`config.mk`:
```
export PLATFORM = sky130hd
export DESIGN_NAME = mem_port_master_flat
export DESIGN_NICKNAME = d
export VERILOG_FILES = /design/src/rtl/mem_port_pkg.sv /design/src/rtl/mem_port_master_if.sv /design/src/rtl/mem_rsp_fifo.sv /design/src/rtl/mem_port_master.sv /design/src/flat_wrapper.sv
export SDC_FILE = /design/constraint.sdc
export NUM_CORES = 1
export LEC_CHECK = 0
export CORE_MARGIN = 2
export CORE_UTILIZATION = 30
export CTS_BUF_LIST = sky130_fd_sc_hd__clkbuf_2 sky130_fd_sc_hd__clkbuf_4 sky130_fd_sc_hd__clkbuf_8
export CTS_CLUSTER_SIZE = 40
export DETAILED_ROUTE_END_ITERATION = 8
export GPL_TIMING_DRIVEN = 0
export PLACE_DENSITY = 0.59
export SETUP_SLACK_MARGIN = 0.3
export SYNTH_ARGS = -nofsm -noshare
export SYNTH_HDL_FRONTEND = slang
export SYNTH_SLANG_ARGS = --single-unit
export TNS_END_PERCENT = 20
```
`constraint.sdc`:
```
create_clock -name clock -period 4.6 [get_ports clock]
set_input_delay 0.46 -clock clock [delete_from_list [all_inputs] [get_ports clock]]
set_output_delay 0.46 -clock clock [all_outputs]
set_load 0.05 [all_outputs]
```
`src/rtl/mem_port_pkg.sv`:
```
// Shared types and default widths for the MemGen_16_10 requester-side controller.
// Holds the FSM state encoding and the request record used by callers of mem_port_master.
package mem_port_pkg;

  localparam int DFLT_ADDR_W = 10;
  localparam int DFLT_DATA_W = 16;
  localparam int DFLT_LEN_W  = 4;

  typedef enum logic [1:0] {
    ST_INIT,
    ST_IDLE,
    ST_WRITE,
    ST_READ
  } state_t;

  typedef struct packed {
    logic                   write;
    logic [DFLT_ADDR_W-1:0] addr;
    logic [DFLT_LEN_W-1:0]  len;
    logic [DFLT_DATA_W-1:0] wdata;
  } req_t;

endpackage

```
`src/rtl/mem_port_master_if.sv`:
```
// Request/response channel between core logic and the controller, and the SRAM strobe bus.
// Modports: master drives the transaction, slave answers it.
interface mem_req_if
  import mem_port_pkg::*;
#(
  parameter int ADDR_W = DFLT_ADDR_W,
  parameter int DATA_W = DFLT_DATA_W,
  parameter int LEN_W  = DFLT_LEN_W
);
  logic              req_valid;
  logic              req_ready;
  logic              req_write;
  logic [ADDR_W-1:0] req_addr;
  logic [LEN_W-1:0]  req_len;
  logic [DATA_W-1:0] req_wdata;
  logic              rsp_valid;
  logic              rsp_ready;
  logic [DATA_W-1:0] rsp_data;
  logic              rsp_last;

  modport master (
    output req_valid, req_write, req_addr, req_len, req_wdata, rsp_ready,
    input  req_ready, rsp_valid, rsp_data, rsp_last
  );
  modport slave (
    input  req_valid, req_write, req_addr, req_len, req_wdata, rsp_ready,
    output req_ready, rsp_valid, rsp_data, rsp_last
  );
endinterface

interface mem_sram_if
  import mem_port_pkg::*;
#(
  parameter int ADDR_W = DFLT_ADDR_W,
  parameter int DATA_W = DFLT_DATA_W
);
  logic              chip_en;
  logic              wr_en;
  logic              rd_en;
  logic [ADDR_W-1:0] addr;
  logic [DATA_W-1:0] wr_data;
  logic [DATA_W-1:0] rd_data;

  modport master (
    output chip_en, wr_en, rd_en, addr, wr_data,
    input  rd_data
  );
  modport slave (
    input  chip_en, wr_en, rd_en, addr, wr_data,
    output rd_data
  );
endinterface

```
`src/rtl/mem_rsp_fifo.sv`:
```
// Synchronous response FIFO; head is presented combinationally, push visible next cycle.
// Push is dropped only when full with no pop; push+pop together is legal when full or empty.
module mem_rsp_fifo #(
  parameter int DEPTH = 4,
  parameter int WIDTH = 17
) (
  input  logic                     clock,
  input  logic                     reset_n,
  input  logic                     push,
  input  logic [WIDTH-1:0]         push_data,
  input  logic                     pop,
  output logic [WIDTH-1:0]         pop_data,
  output logic                     empty,
  output logic [$clog2(DEPTH):0]   count
);
  localparam int AW = $clog2(DEPTH);

  logic [WIDTH-1:0] store [DEPTH];
  logic [AW:0]      wr_ptr;
  logic [AW:0]      rd_ptr;
  logic             full;
  logic             pop_ok;
  logic             push_ok;

  assign empty    = (wr_ptr == rd_ptr);
  assign full     = (wr_ptr[AW] != rd_ptr[AW]) && (wr_ptr[AW-1:0] == rd_ptr[AW-1:0]);
  assign count    = wr_ptr - rd_ptr;
  assign pop_ok   = pop && !empty;
  assign push_ok  = push && (!full || pop_ok);
  assign pop_data = store[rd_ptr[AW-1:0]];

  always_ff @(posedge clock or negedge reset_n) begin
    if (!reset_n) begin
      wr_ptr <= '0;
      rd_ptr <= '0;
    end else begin
      if (push_ok) wr_ptr <= wr_ptr + (AW+1)'(1);
      if (pop_ok)  rd_ptr <= rd_ptr + (AW+1)'(1);
    end
  end

  // Payload storage needs no reset; emptiness is tracked by the pointers alone.
  always_ff @(posedge clock) begin
    if (push_ok) store[wr_ptr[AW-1:0]] <= push_data;
  end

endmodule

```
`src/rtl/mem_port_master.sv`:
```
// Requester-side controller for the MemGen_16_10 SRAM: strobes lag the FSM by one cycle, reads stream 1 beat/cycle.
// Read issue is credit-gated on response FIFO space, so read data is never dropped. MEM_MASTER_INIT_CLEAR_EN adds a post-reset zero fill.
module mem_port_master
  import mem_port_pkg::*;
#(
  parameter int ADDR_W    = DFLT_ADDR_W,
  parameter int DATA_W    = DFLT_DATA_W,
  parameter int RD_LAT    = 1,
  parameter int RSP_DEPTH = 4,
  parameter int LEN_W     = DFLT_LEN_W
) (
  input  logic        clock,
  input  logic        reset_n,
  mem_req_if.slave    req_bus,
  mem_sram_if.master  mem_bus,
  output logic        busy
);
  localparam int CNT_W = $clog2(RSP_DEPTH) + 1;
  localparam int SUM_W = CNT_W + 1;

`ifdef MEM_MASTER_INIT_CLEAR_EN
  localparam state_t RESET_STATE = ST_INIT;
`else
  localparam state_t RESET_STATE = ST_IDLE;
`endif

  state_t            state;
  state_t            state_nxt;
  logic              run_q;
  logic              accept;
  logic              issue_rd;
  logic              has_credit;
  logic [ADDR_W-1:0] cap_addr;
  logic [DATA_W-1:0] cap_wdata;
  logic [ADDR_W-1:0] rd_addr;
  logic [ADDR_W-1:0] init_addr;
  logic [LEN_W-1:0]  beats_left;
  logic [CNT_W-1:0]  inflight;
  logic [CNT_W-1:0]  fifo_count;
  logic              fifo_empty;
  logic [DATA_W:0]   fifo_head;
  logic              push;
  logic              pop;
  logic [RD_LAT-1:0] pipe_vld;
  logic [RD_LAT-1:0] pipe_last;
  logic              chip_en_q;
  logic              wr_en_q;
  logic              rd_en_q;
  logic              rd_last_q;
  logic [ADDR_W-1:0] addr_q;
  logic [DATA_W-1:0] wr_data_q;

  // Beats already issued still need a FIFO slot, so they count against credit.
  assign has_credit = ({1'b0, fifo_count} + {1'b0, inflight}) < SUM_W'(RSP_DEPTH);

  // run_q keeps req_ready low while reset is held and for the first cycle after.
  assign req_bus.req_ready = (state == ST_IDLE) && run_q;
  assign accept            = req_bus.req_valid && req_bus.req_ready;

  always_comb begin
    state_nxt = state;
    issue_rd  = 1'b0;
    case (state)
      ST_INIT:  if (init_addr == '1) state_nxt = ST_IDLE;
      ST_IDLE:  if (accept) state_nxt = req_bus.req_write ? ST_WRITE : ST_READ;
      ST_WRITE: state_nxt = ST_IDLE;
      ST_READ: begin
        if (has_credit) begin
          issue_rd = 1'b1;
          if (beats_left == '0) state_nxt = ST_IDLE;
        end
      end
      default:  state_nxt = ST_IDLE;
    endcase
  end

  always_ff @(posedge clock or negedge reset_n) begin
    if (!reset_n) state <= RESET_STATE;
    else          state <= state_nxt;
  end

  always_ff @(posedge clock or negedge reset_n) begin
    if (!reset_n) begin
      run_q      <= 1'b0;
      cap_addr   <= '0;
      cap_wdata  <= '0;
      rd_addr    <= '0;
      beats_left <= '0;
      init_addr  <= '0;
      inflight   <= '0;
      chip_en_q  <= 1'b0;
      wr_en_q    <= 1'b0;
      rd_en_q    <= 1'b0;
      rd_last_q  <= 1'b0;
      addr_q     <= '0;
      wr_data_q  <= '0;
    end else begin
      run_q <= 1'b1;
      if (accept) begin
        cap_addr   <= req_bus.req_addr;
        cap_wdata  <= req_bus.req_wdata;
        rd_addr    <= req_bus.req_addr;
        beats_left <= req_bus.req_len;
      end else if (issue_rd) begin
        rd_addr    <= rd_addr + ADDR_W'(1);
        beats_left <= beats_left - LEN_W'(1);
      end
      if (state == ST_INIT) init_addr <= init_addr + ADDR_W'(1);

      inflight  <= inflight + CNT_W'(issue_rd) - CNT_W'(push);
      wr_en_q   <= (state == ST_WRITE) || (state == ST_INIT);
      rd_en_q   <= issue_rd;
      chip_en_q <= (state == ST_WRITE) || (state == ST_INIT) || issue_rd;
      rd_last_q <= issue_rd && (beats_left == '0);

      if (state == ST_INIT) begin
        addr_q    <= init_addr;
        wr_data_q <= '0;
      end else if (state == ST_WRITE) begin
        addr_q    <= cap_addr;
        wr_data_q <= cap_wdata;
      end else if (issue_rd) begin
        addr_q    <= rd_addr;
      end
    end
  end

  // Tracks which SRAM cycles will deliver rd_data, RD_LAT edges after rd_en is sampled.
  always_ff @(posedge clock or negedge reset_n) begin
    if (!reset_n) begin
      pipe_vld  <= '0;
      pipe_last <= '0;
    end else begin
      pipe_vld[0]  <= rd_en_q;
      pipe_last[0] <= rd_last_q;
      for (int i = 1; i < RD_LAT; i++) begin
        pipe_vld[i]  <= pipe_vld[i-1];
        pipe_last[i] <= pipe_last[i-1];
      end
    end
  end

  assign push = pipe_vld[RD_LAT-1];
  assign pop  = req_bus.rsp_valid && req_bus.rsp_ready;

  mem_rsp_fifo #(
    .DEPTH (RSP_DEPTH),
    .WIDTH (DATA_W + 1)
  ) u_rsp_fifo (
    .clock     (clock),
    .reset_n   (reset_n),
    .push      (push),
    .push_data ({pipe_last[RD_LAT-1], mem_bus.rd_data}),
    .pop       (pop),
    .pop_data  (fifo_head),
    .empty     (fifo_empty),
    .count     (fifo_count)
  );

  assign req_bus.rsp_valid = !fifo_empty;
  assign req_bus.rsp_data  = fifo_head[DATA_W-1:0] & {DATA_W{!fifo_empty}};
  assign req_bus.rsp_last  = fifo_head[DATA_W] && !fifo_empty;

  assign mem_bus.chip_en = chip_en_q;
  assign mem_bus.wr_en   = wr_en_q;
  assign mem_bus.rd_en   = rd_en_q;
  assign mem_bus.addr    = addr_q;
  assign mem_bus.wr_data = wr_data_q;

  assign busy = (state != ST_IDLE) || (inflight != '0) || !fifo_empty || wr_en_q;

endmodule
```
`src/flat_wrapper.sv`:
```
// flat-port wrapper written by rule: the top's interface ports become plain ports
module mem_port_master_flat import mem_port_pkg::*;
#(
  parameter int ADDR_W    = DFLT_ADDR_W,
  parameter int DATA_W    = DFLT_DATA_W,
  parameter int RD_LAT    = 1,
  parameter int RSP_DEPTH = 4,
  parameter int LEN_W     = DFLT_LEN_W
)
  (clock, reset_n, busy, req_bus_req_valid, req_bus_req_write, req_bus_req_addr, req_bus_req_len, req_bus_req_wdata, req_bus_rsp_ready, req_bus_req_ready, req_bus_rsp_valid, req_bus_rsp_data, req_bus_rsp_last, mem_bus_chip_en, mem_bus_wr_en, mem_bus_rd_en, mem_bus_addr, mem_bus_wr_data, mem_bus_rd_data);
  mem_req_if #(.ADDR_W(ADDR_W), .DATA_W(DATA_W), .LEN_W(LEN_W)) req_bus_i ();
  mem_sram_if #(.ADDR_W(ADDR_W), .DATA_W(DATA_W)) mem_bus_i ();
  input  logic clock;
  input  logic reset_n;
  output logic busy;
  input wire logic [$bits(req_bus_i.req_valid)-1:0] req_bus_req_valid;
  input wire logic [$bits(req_bus_i.req_write)-1:0] req_bus_req_write;
  input wire logic [$bits(req_bus_i.req_addr)-1:0] req_bus_req_addr;
  input wire logic [$bits(req_bus_i.req_len)-1:0] req_bus_req_len;
  input wire logic [$bits(req_bus_i.req_wdata)-1:0] req_bus_req_wdata;
  input wire logic [$bits(req_bus_i.rsp_ready)-1:0] req_bus_rsp_ready;
  output wire logic [$bits(req_bus_i.req_ready)-1:0] req_bus_req_ready;
  output wire logic [$bits(req_bus_i.rsp_valid)-1:0] req_bus_rsp_valid;
  output wire logic [$bits(req_bus_i.rsp_data)-1:0] req_bus_rsp_data;
  output wire logic [$bits(req_bus_i.rsp_last)-1:0] req_bus_rsp_last;
  output wire logic [$bits(mem_bus_i.chip_en)-1:0] mem_bus_chip_en;
  output wire logic [$bits(mem_bus_i.wr_en)-1:0] mem_bus_wr_en;
  output wire logic [$bits(mem_bus_i.rd_en)-1:0] mem_bus_rd_en;
  output wire logic [$bits(mem_bus_i.addr)-1:0] mem_bus_addr;
  output wire logic [$bits(mem_bus_i.wr_data)-1:0] mem_bus_wr_data;
  input wire logic [$bits(mem_bus_i.rd_data)-1:0] mem_bus_rd_data;
  assign req_bus_i.req_valid = req_bus_req_valid;
  assign req_bus_i.req_write = req_bus_req_write;
  assign req_bus_i.req_addr = req_bus_req_addr;
  assign req_bus_i.req_len = req_bus_req_len;
  assign req_bus_i.req_wdata = req_bus_req_wdata;
  assign req_bus_i.rsp_ready = req_bus_rsp_ready;
  assign req_bus_req_ready = req_bus_i.req_ready;
  assign req_bus_rsp_valid = req_bus_i.rsp_valid;
  assign req_bus_rsp_data = req_bus_i.rsp_data;
  assign req_bus_rsp_last = req_bus_i.rsp_last;
  assign mem_bus_chip_en = mem_bus_i.chip_en;
  assign mem_bus_wr_en = mem_bus_i.wr_en;
  assign mem_bus_rd_en = mem_bus_i.rd_en;
  assign mem_bus_addr = mem_bus_i.addr;
  assign mem_bus_wr_data = mem_bus_i.wr_data;
  assign mem_bus_i.rd_data = mem_bus_rd_data;
  mem_port_master #(.ADDR_W(ADDR_W), .DATA_W(DATA_W), .RD_LAT(RD_LAT), .RSP_DEPTH(RSP_DEPTH), .LEN_W(LEN_W)) u_core (.clock(clock), .reset_n(reset_n), .req_bus(req_bus_i), .mem_bus(mem_bus_i), .busy(busy));
endmodule
```
==> metrics.csv, run 1 <==
metric;value;unit
Slew HR;32.7;%
drt via density;4.60;
fmax;250;MHz
Final WS setup;0.603;ns
Clock Sinks;162;
multiplexer share of the synthesized area;7.52;%
VDD IR max;271;uV
PortBufs;99;
worst slew pin tran;1.01;ns
WL final;14600;um
Worst setup SP type;flip-flop;
max-capacitance violation count;0;
CTS clk-pin slew, worst paths;0.08;ns
Hold Crit Class;reg2reg;
Placed Area;0.00809;sq mm
share of layout cells above drive strength 1;11.9;%
core area;0.0219;sq mm
Avg Inst Size Synth;13.3;sq um
r2r setup slk;0.60;ns
largest net degree at the start of global routing;71;
initial antenna violation count;0;
TritonCTS buffer count;17;
RSZ-0062 raised after global routing;no;
Setup CP Type;reg2reg;
# DRC;0;
DIE AREA;0.0236;sq mm
Layout area overhead;26.0;%
DPL Wire Length;10200;um
delay-heaviest family, CP;adder cells;
fin nets;693;
routability-driven placement congestion ratio;0.760;
status;complete, no violations;
Worst Hold Path EP;u_core.pipe_last$_DFF_PN0_;
Worst setup EP type;flip-flop;
Ports;100;
Power Dens Cells;724;mW/mm^2
Synth cell types;46;
Adder-Cell Fraction of Synth Area;3.20;%
Synth Area in Simple Gates;12.3;%
HP Start;u_core.rd_last_q$_DFF_PN0_;
Critical Path Fanout Max;10;
Initial Utilization;30.7;%
Reg-to-Reg Start;u_core.u_rsp_fifo.rd_ptr[1]$_DFFE_PN0P_;
CTS tree;built;
worst-skew pair later-pin latency;0.45;ns
post-synthesis xor/xnor area fraction;3.65;%
Post-synth EDFFs;68;
# setup viols final;0;
DR iter-0 viols;193;
number of global-route vias before repair;4548;
Vias;4229;
slowest stage cell on the critical path;fa_1;
clk root buf;clkbuf_8;
endpoints failing hold;0;
GRT Overall Usage;12.8;%
crit-path cells;clkbuf_2 > buf_2 > inv_1 > fa_1 > xor2_1 > ha_1 > or3_4 > nor2_4 > nand3_4 > ha_1 > inv_1 > ha_1 > fa_1 > xnor2_1 > xnor2_1;
Crit path buffers/inverters;4;
Most Frequent Cell on Critical Path;ha_1;
Cell Area, Synth;0.00672;sq mm
H-tree Lvls;4;
deepest clock path buffer count;2;
Slew Viols, Final;0;
# rows;54;
Synth Instances;506;
Worst EP required;4.97;ns
r2r worst-path depth;15;
largest family of logic cells by synthesized area;simple AND/OR/NAND/NOR gates;
worst stage delay on the critical path;0.41;ns
Yosys reg bits;162;
Leakage;3.45;nW
clk_skew;0.0153;ns
Seq/Total Area, Yosys;65.4;%
crit share post-route;86.9;%
Die Y;154;um
Post-synth ARST share;58.0;%
Synth Warn #;0;
DR WL/cell;15.9;um
syn_nets;573;
Detailed Routing Iterations Pass 1;4;
Place WS;0.330;ns
ys flop type;dfrtp_1;
Reg-to-Reg End;u_core.inflight[2]$_DFF_PN0_;
WHS Path Cells;0;
critical path arrival;4.36;ns
Routed Antenna Nets;0;
global-route wire length before repair;23700;um
fin area;0.00847;sq mm
die width;154;um
Antenna diodes;0;
min Tclk post-route;4.00;ns
post-synthesis compound-gate area fraction;5.43;%
grt ovf;0;
cell usage after synthesis (13+ instances only):
cell | count | area share (%)
xor2_1 | 15 | 2.0
ha_1 | 14 | 2.6
clkbuf_1 | 13 | 0.73
xnor2_1 | 13 | 1.7
mux4_2 | 17 | 5.7
a22o_1 | 16 | 2.1
o21ai_0 | 17 | 1.3
dfrtp_1 | 93 | 35
nor2_1 | 15 | 0.84
and2_1 | 22 | 2.0
nand2_1 | 105 | 5.9
edfxtp_1 | 68 | 30
cells by family after synthesis:
| logic type | count (synthesis) |
|---|---|
| DFF | 162 |
| muxes | 29 |
| other | 1 |
| xor gates and xnor gates | 28 |
| and+or+nand+nor | 178 |
| buffers and inverters | 37 |
| AOI/OAI and AO/OA | 55 |
| adders and majority gates | 16 |
how the worst max path moves through the flow:
stage                                            startpoint  slack, ns  cells after the start                                to
floorplan           u_core.u_rsp_fifo.rd_ptr[1]$_DFFE_PN0P_       0.93                     15      u_core.inflight[2]$_DFF_PN0_
global placement                                    reset_n      -0.35                      1  u_core.mem_bus.chip_en$_DFF_PN0_
detailed placement  u_core.u_rsp_fifo.rd_ptr[1]$_DFFE_PN0P_       0.33                     15      u_core.inflight[2]$_DFF_PN0_
CTS                 u_core.u_rsp_fifo.rd_ptr[1]$_DFFE_PN0P_       0.31                     15      u_core.inflight[2]$_DFF_PN0_
global route        u_core.u_rsp_fifo.rd_ptr[1]$_DFFE_PN0P_       0.38                     15      u_core.inflight[2]$_DFF_PN0_
finish              u_core.u_rsp_fifo.rd_ptr[1]$_DFFE_PN0P_       0.60                     15      u_core.inflight[2]$_DFF_PN0_
cell type report:
cell class              count  area (sq um)
plain buffers              25           121
clock buffers              20           260
clock inverters            12           108
fillers                  2116         13400
inverters                  12          46.3
multi-input cells         307          2160
flip-flops and latches    162          4400
well taps                 280           350
repair buffers            101          1030
per-stage QoR:
| stage | hold WS (ns) | TNS (ns) | utilization [%] | std cells | power, W |
|---|---|---|---|---|---|
| detailed placement | 0.344 | 0 | 37.0 | 886 | 0.00522 |
| global placement | 0.346 | -31.93 | 36.8 | 885 | 0.00514 |
| finish | 0.361 | 0 | 38.7 | 919 | 0.00613 |
| global route | 0.377 | 0 | 38.7 | 919 | 0.00652 |
| floorplan | 0.164 | 0 | - | 506 | 0.00426 |
| CTS | 0.368 | 0 | 38.7 | 919 | 0.00621 |
repair_timing:
action,CTS,global route
endpoints found under the setup margin,0,19
setup buffers,0,0
hold buffers,1,0
endpoints found under the hold margin,24,0
resized for setup,0,2
report_power, final:
part | internal [W] | leakage (nW) | total (W) | switching [W]
sequential | 0.00190 | 1.80 | 0.00215 | 0.000254
combinational | 0.00115 | 1.46 | 0.00300 | 0.00185
clock | 0.000452 | 0.190 | 0.000979 | 0.000527
sequential cells by signal (all words and copies together) (netlist names), 4 cells and up:
name                     cells
u_core.beats_left            4
u_core.cap_addr             10
u_core.cap_wdata            16
u_core.init_addr            10
u_core.mem_bus.addr         10
u_core.mem_bus.wr_data      16
u_core.rd_addr              10
u_core.u_rsp_fifo.store     68
layout by cell type, fill, tap and decap left out, types with 3 or more instances in the layout:
| cell | n |
|---|---|
| a21oi_1 | 10 |
| a22o_1 | 16 |
| and2_1 | 22 |
| and3_1 | 7 |
| buf_2 | 8 |
| clkbuf_1 | 12 |
| clkbuf_2 | 3 |
| clkbuf_8 | 18 |
| clkdlybuf4s50_1 | 98 |
| clkinv_2 | 4 |
| clkinv_4 | 3 |
| dfrtp_1 | 93 |
| edfxtp_1 | 68 |
| ha_1 | 14 |
| inv_1 | 11 |
| mux2i_1 | 10 |
| mux4_2 | 17 |
| nand2_1 | 105 |
| nand3_1 | 7 |
| nand4_1 | 8 |
| nor2_1 | 15 |
| nor2b_1 | 3 |
| nor3_1 | 3 |
| o21ai_0 | 17 |
| o21ai_1 | 3 |
| xnor2_1 | 13 |
| xor2_1 | 15 |
layer usage:
layer	vias to the layer above	track usage, %	part of all wire [%]	wire length (um)
met5	-	0	0	0
met2	96	21.1	48	7000
li1	1997	-	-	-
met3	17	2.71	3.9	563
met4	0	4.06	1.2	170
met1	2119	16.9	47	6860
No activity file was read; power rests on OpenSTA's default activity.
==> run 2, diff against run 1 <==
ABC_CLOCK_PERIOD_IN_PS = 4600   (was default)
SYNTH_HIERARCHICAL = 1   (was default)
==> metrics.csv, run 2 <==
metric;value;unit
# rows;55;
VDD IR max;332;uV
fmax;260;MHz
# fillers;2146;
Yosys reg bits;162;
Placed Area;0.00822;sq mm
min Tclk post-route;3.85;ns
Synth Instances;526;
Seq/Total Area, Yosys;64.2;%
top cells by count, synth;nand2_1, dfrtp_1, edfxtp_1, nor2_1, o21ai_0;
DPL Wire Length;11000;um
P_sw;0.00296;W
fin area;0.00864;sq mm
Logic pwr share;50.6;%
most common cell after layout, fill and taps aside;nand2_1;
CTS clk-pin slew, worst paths;0.09;ns
fin nets;713;
largest area contributor in the netlist;dfrtp_1;
commonest non-fill, non-tap cells in the layout;nand2_1, clkdlybuf4s50_1, dfrtp_1;
routability-driven placement congestion ratio;0.811;
# DRC;0;
max reg flops;68;
GRT met2 Usage;22.8;%
worst-skew pair later-pin latency;0.46;ns
met3 Use GR;4.18;%
P_int;0.00367;W
global-route wire length before repair;25200;um
H-tree Lvls;4;
Vias;4460;
ys flop type;dfrtp_1;
Clock Sinks;162;
DR WL/cell;16.7;um
initial antenna violation count;0;
Die Y;155;um
Leakage;3.51;nW
Antenna diodes;0;
clk root buf;clkbuf_8;
number of global-route vias before repair;4648;
status;complete, no violations;
count leader, synth;nand2_1;
Post-synth EDFFs;68;
setup_tns;0;ns
Critical Path Fanout Max;10;
drt via density;4.72;
register area;0.00440;sq mm
crit share post-route;83.6;%
switch share;44.6;%
multi-input logic area;0.00228;sq mm
grt ovf;0;
Synth Warn #;6;
Detailed Routing Iterations Pass 1;5;
RSZ-0062 raised after global routing;no;
M1 GR Usage;17.0;%
critical path arrival;3.39;ns
Ports;100;
Post-synth ARST share;58.0;%
DR iter-0 viols;286;
Slew HR;58.3;%
syn_nets;593;
Cell Area, Synth;0.00685;sq mm
Layout area overhead;26.2;%
register share of total power;33.3;%
deepest clock path buffer count;2;
Worst setup EP type;primary output;
WL final;15700;um
worst slew pin tran;0.625;ns
clock power share;16.2;%
Slew Viols, Final;0;
Routed Antenna Nets;0;
Setup CP Type;reg2out;
final core utilization;38.4;%
Worst setup SP type;flip-flop;
max-capacitance violation count;0;
largest net degree at the start of global routing;60;
Synth cell types;48;
clk_skew;0.00893;ns
Most Used Layer, Global Route;met2;
Hold Crit Class;reg2reg;
endpoints failing hold;0;
Area contributors post-synth;dfrtp_1, edfxtp_1, nand2_1, mux4_2, ha_1;
PortBufs;99;
core area;0.0225;sq mm
share of layout cells above drive strength 1;11.5;%
Initial Utilization;30.4;%
# setup viols final;0;
TritonCTS buffer count;17;
Avg Inst Size Synth;13.0;sq um
GRT Overall Usage;13.7;%
DIE AREA;0.0240;sq mm
Worst EP required;4.14;ns
Power Dens Cells;767;mW/mm^2
CTS tree;built;
post-synth top area share;34.0;%
die width;155;um
[run 2: cell types whose count changed after synthesis, moves of 4 or more]
cell     change
nor2b_1     +17
a31oi_1      +5
buf_2        -4
and2_2       +4
and2_1      -20
inv_1        +4
xor2_1       -6
or3_1        +4
o21ai_0      +4
nor2_1       +8
[run 2: worst paths after layout]
path                                                              start                         endpoint  slack (ns)  cells after the start
worst max-delay path            u_core/u_rsp_fifo/rd_ptr[1]$_DFFE_PN0P_                 req_bus_rsp_last        0.75                      9
worst min-delay path                         u_core/rd_last_q$_DFF_PN0_       u_core/pipe_last$_DFF_PN0_        0.36                      0
worst max register to register  u_core/u_rsp_fifo/wr_ptr[0]$_DFFE_PN0P_     u_core/inflight[2]$_DFF_PN0_        1.09                     14
worst min register to register               u_core/rd_last_q$_DFF_PN0_       u_core/pipe_last$_DFF_PN0_        0.36                      0
max in group asynchronous                                       reset_n      u_core/state[0]$_DFFE_PN1P_        3.39                      3
min in group asynchronous                                       reset_n  u_core/cap_wdata[8]$_DFFE_PN0P_        0.50                      2
[run 2: power groups by stage]
stage	combinational [W]	clock (W)	sequential (W)
after global placement	0.00331	0	0.00221
after detailed placement	0.00337	0	0.00224
after global routing	0.00361	0.00117	0.00226
after CTS	0.00339	0.00111	0.00221
final	0.00335	0.00107	0.00221
after floorplan	0.00200	0	0.00254
[run 2: worst max-delay path: stages, from the launching register on]
cell and delay, ns:
dfrtp_1 0.41, buf_2 0.29, buf_2 0.33, inv_1 0.08, ha_1 0.30, nand2_1 0.09, nor2_1 0.14, clkbuf_1 0.42
nor2b_1 0.14, clkdlybuf4s50_1 0.73
[run 2: area by class of cell]
class | instances | share of cell area (%)
tap | 285 | 4.13
multi-input combinational | 324 | 26.4
inverter | 16 | 0.695
clock inverter | 15 | 2.01
timing repair buffer | 101 | 11.9
buffer | 24 | 1.29
clock buffer | 17 | 2.71
sequential | 162 | 50.9
[run 2: metrics by stage]
| step | total power (W) | setup WS, ns | instances | hold WS [ns] |
|---|---|---|---|---|
| final | 0.00663 | 0.755 | 944 | 0.364 |
| after global routing | 0.00705 | 0.460 | 944 | 0.377 |
| after CTS | 0.00671 | 0.429 | 944 | 0.368 |
| after detailed placement | 0.00561 | 0.949 | 911 | 0.347 |
| after global placement | 0.00552 | -0.298 | 910 | 0.344 |
| after floorplan | 0.00454 | 1.54 | 526 | 0.164 |
[run 2: logic make-up (layout without fill, tap and decap cells)]
logic type | count (synthesis) | after routing | synth area share (%)
buffers and inverters | 40 | 173 | 2.49
multiplexers | 33 | 33 | 8.06
adder cells (fa/ha/maj) | 16 | 16 | 3.14
AO/OA/AOI/OAI | 63 | 63 | 6.01
other | 1 | 1 | 0.0548
XOR/XNOR | 22 | 22 | 2.81
flip-flops | 162 | 162 | 64.2
AND/OR/NAND/NOR | 189 | 189 | 13.2
[run 2: metal layers]
| layer | routed length (um) | part of all wire, % | vias to the layer above |
|---|---|---|---|
| met5 | 0 | 0 | - |
| met4 | 181 | 1.2 | 0 |
| met3 | 938 | 6.0 | 18 |
| met2 | 7780 | 49 | 136 |
| met1 | 6830 | 43 | 2211 |
| li1 | - | - | 2095 |
[run 2: repair_timing]
action,in CTS,in global routing
endpoints found under the setup margin,0,1
hold buffers,1,0
endpoints found under the hold margin,35,0
gates resized for setup,0,2
buffers inserted,0,0
==> run 3, diff against run 2 <==
ABC_CLOCK_PERIOD_IN_PS = 3500   (was 4600)
PLACE_DENSITY = 0.61   (was 0.59)
clock period = 3.5 ns   (was 4.6 ns; I/O delays follow)
==> metrics.csv, run 3 (synthesized netlist as in run 2, its figures left out) <==
metric;value;unit
clk_skew;0.0117;ns
Worst EP required;3.88;ns
PortBufs;99;
initial antenna violation count;0;
share of layout cells above drive strength 1;14.9;%
endpoints failing hold;0;
clk root buf;clkbuf_8;
Crit path buffers/inverters;4;
most common cell after layout, fill and taps aside;nand2_1;
Layout area overhead;28.8;%
DPL Wire Length;10500;um
r2r setup slk;0.40;ns
Detailed Routing Iterations Pass 1;5;
VDD IR max;388;uV
deepest clock path buffer count;2;
largest net degree at the start of global routing;71;
crit-path cells;inv_2 > ha_1 > fa_1 > xnor2_1 > ha_1 > nor3_4 > nand3_4 > buf_8 > inv_1 > ha_1 > inv_1 > fa_1 > xnor2_1 > xnor2_1;
commonest non-fill, non-tap cells in the layout;nand2_1, dfrtp_1, clkdlybuf4s50_1;
Hold Crit Class;in2async;
grt ovf;0;
Antenna diodes;0;
Initial Utilization;30.4;%
Slew HR;52.4;%
Clock Sinks;162;
Placed Area;0.00822;sq mm
CTS tree;built;
Die Y;155;um
fin nets;725;
min Tclk post-route;3.10;ns
max-capacitance violation count;0;
Critical Path Stages;14;
Vias;4385;
Power Dens Cells;1010;mW/mm^2
core area;0.0225;sq mm
number of global-route vias before repair;4224;
DIE AREA;0.0240;sq mm
# rows;55;
worst slew pin tran;0.710;ns
RSZ-0062 raised after global routing;yes;
slowest stage cell on the critical path;dfrtp_1;
worst stage delay on the critical path;0.40;ns
Reg-to-Reg Start;u_core/u_rsp_fifo/wr_ptr[0]$_DFFE_PN0P_;
worst setup path endpoint;u_core/inflight[2]$_DFF_PN0_;
fin area;0.00882;sq mm
Final WS setup;0.397;ns
Routed Antenna Nets;0;
DR WL/cell;16.1;um
TritonCTS buffer count;17;
Worst setup SP type;flip-flop;
Worst setup EP type;flip-flop;
# fillers;2186;
register area;0.00440;sq mm
drt via density;4.59;
Reg-to-Reg End;u_core/inflight[2]$_DFF_PN0_;
Leakage;3.62;nW
worst hold slack;0.351;ns
max reg flops;68;
fmax;322;MHz
worst-skew pair later-pin latency;0.45;ns
crit path launch;u_core/u_rsp_fifo/wr_ptr[0]$_DFFE_PN0P_;
delay-heaviest family, CP;adder cells;
multi-input logic area;0.00230;sq mm
Ports;100;
H-tree Lvls;4;
global-route wire length before repair;23900;um
status;complete, no violations;
CTS clk-pin slew, worst paths;0.09;ns
DR iter-0 viols;265;
GRT Overall Usage;12.9;%
crit share post-route;88.7;%
die width;155;um
Slew Viols, Final;0;
Critical Path Fanout Max;6;
# DRC;0;
r2r worst-path depth;14;
# setup viols final;0;
routability-driven placement congestion ratio;0.816;
critical path arrival;3.48;ns
WL final;15300;um
Place WS;-0.0405;ns
Setup CP Type;reg2reg;
-- run 3: cell count changes in the layout (fill, tap and decap cells not counted), moves of 4 or more --
cell,previous run,this run
clkdlybuf4s15_2,0,9
buf_4,3,12
and2_4,0,4
clkdlybuf4s50_1,98,79
clkdlybuf4s15_1,0,8
-- run 3: layout make-up --
| class | count | share of cell area [%] |
|---|---|---|
| Buffer | 24 | 1.48 |
| Clock buffer | 18 | 2.74 |
| Clock inverter | 14 | 2.31 |
| Inverter | 16 | 0.681 |
| Multi-Input combinational cell | 326 | 26.1 |
| Sequential cell | 162 | 49.8 |
| Tap cell | 285 | 4.04 |
| Timing Repair Buffer | 111 | 12.8 |
-- run 3: worst min path at each step --
stage                               start                          endpoint
3_3_place_gp   u_core/rd_last_q$_DFF_PN0_        u_core/pipe_last$_DFF_PN0_
3_5_place_dp                      reset_n  u_core/cap_wdata[12]$_DFFE_PN0P_
4_1_cts                           reset_n    u_core/cap_addr[8]$_DFFE_PN0P_
2_1_floorplan                     reset_n  u_core/beats_left[0]$_DFFE_PN0P_
6_report                          reset_n    u_core/cap_addr[8]$_DFFE_PN0P_
5_1_grt                           reset_n    u_core/cap_addr[8]$_DFFE_PN0P_
-- run 3: stage by stage --
step	instances	utilization [%]	setup TNS, ns	total power [W]
2_1_floorplan	526	-	0	0.00597
3_3_place_gp	910	36.4	-145.34	0.00731
3_5_place_dp	911	36.5	-0.0592	0.00736
4_1_cts	945	38.7	0	0.00889
5_1_grt	956	39.2	0	0.00950
6_report	956	39.2	0	0.00893
-- run 3: metal layers --
| layer | part of all wire [%] | GRT usage, % | wire [um] | vias up |
|---|---|---|---|---|
| met1 | 47 | 18.1 | 7280 | 2141 |
| met3 | 5.8 | 4.21 | 885 | 9 |
| met5 | 0 | 0 | 0 | - |
| li1 | - | - | - | 2126 |
| met2 | 46 | 19.9 | 7120 | 109 |
| met4 | 0.39 | 2.51 | 60 | 0 |
-- run 3: timing repair --
action,in CTS,in global routing
gates resized for setup,48,12
hold buffers,1,0
setup buffers,1,9
setup endpoints to repair,89,98
pin swaps,1,9
gates cloned,0,2
endpoints found under the hold margin,24,0
-- run 3: report_power, final --
| group | leakage (nW) | switching, W | total [W] | internal, W |
|---|---|---|---|---|
| registers | 1.79 | 0.000372 | 0.00290 | 0.00253 |
| logic | 1.60 | 0.00281 | 0.00451 | 0.00171 |
| clock network | 0.228 | 0.000720 | 0.00152 | 0.000801 |
| total | 3.62 | 0.00390 | 0.00893 | 0.00503 |
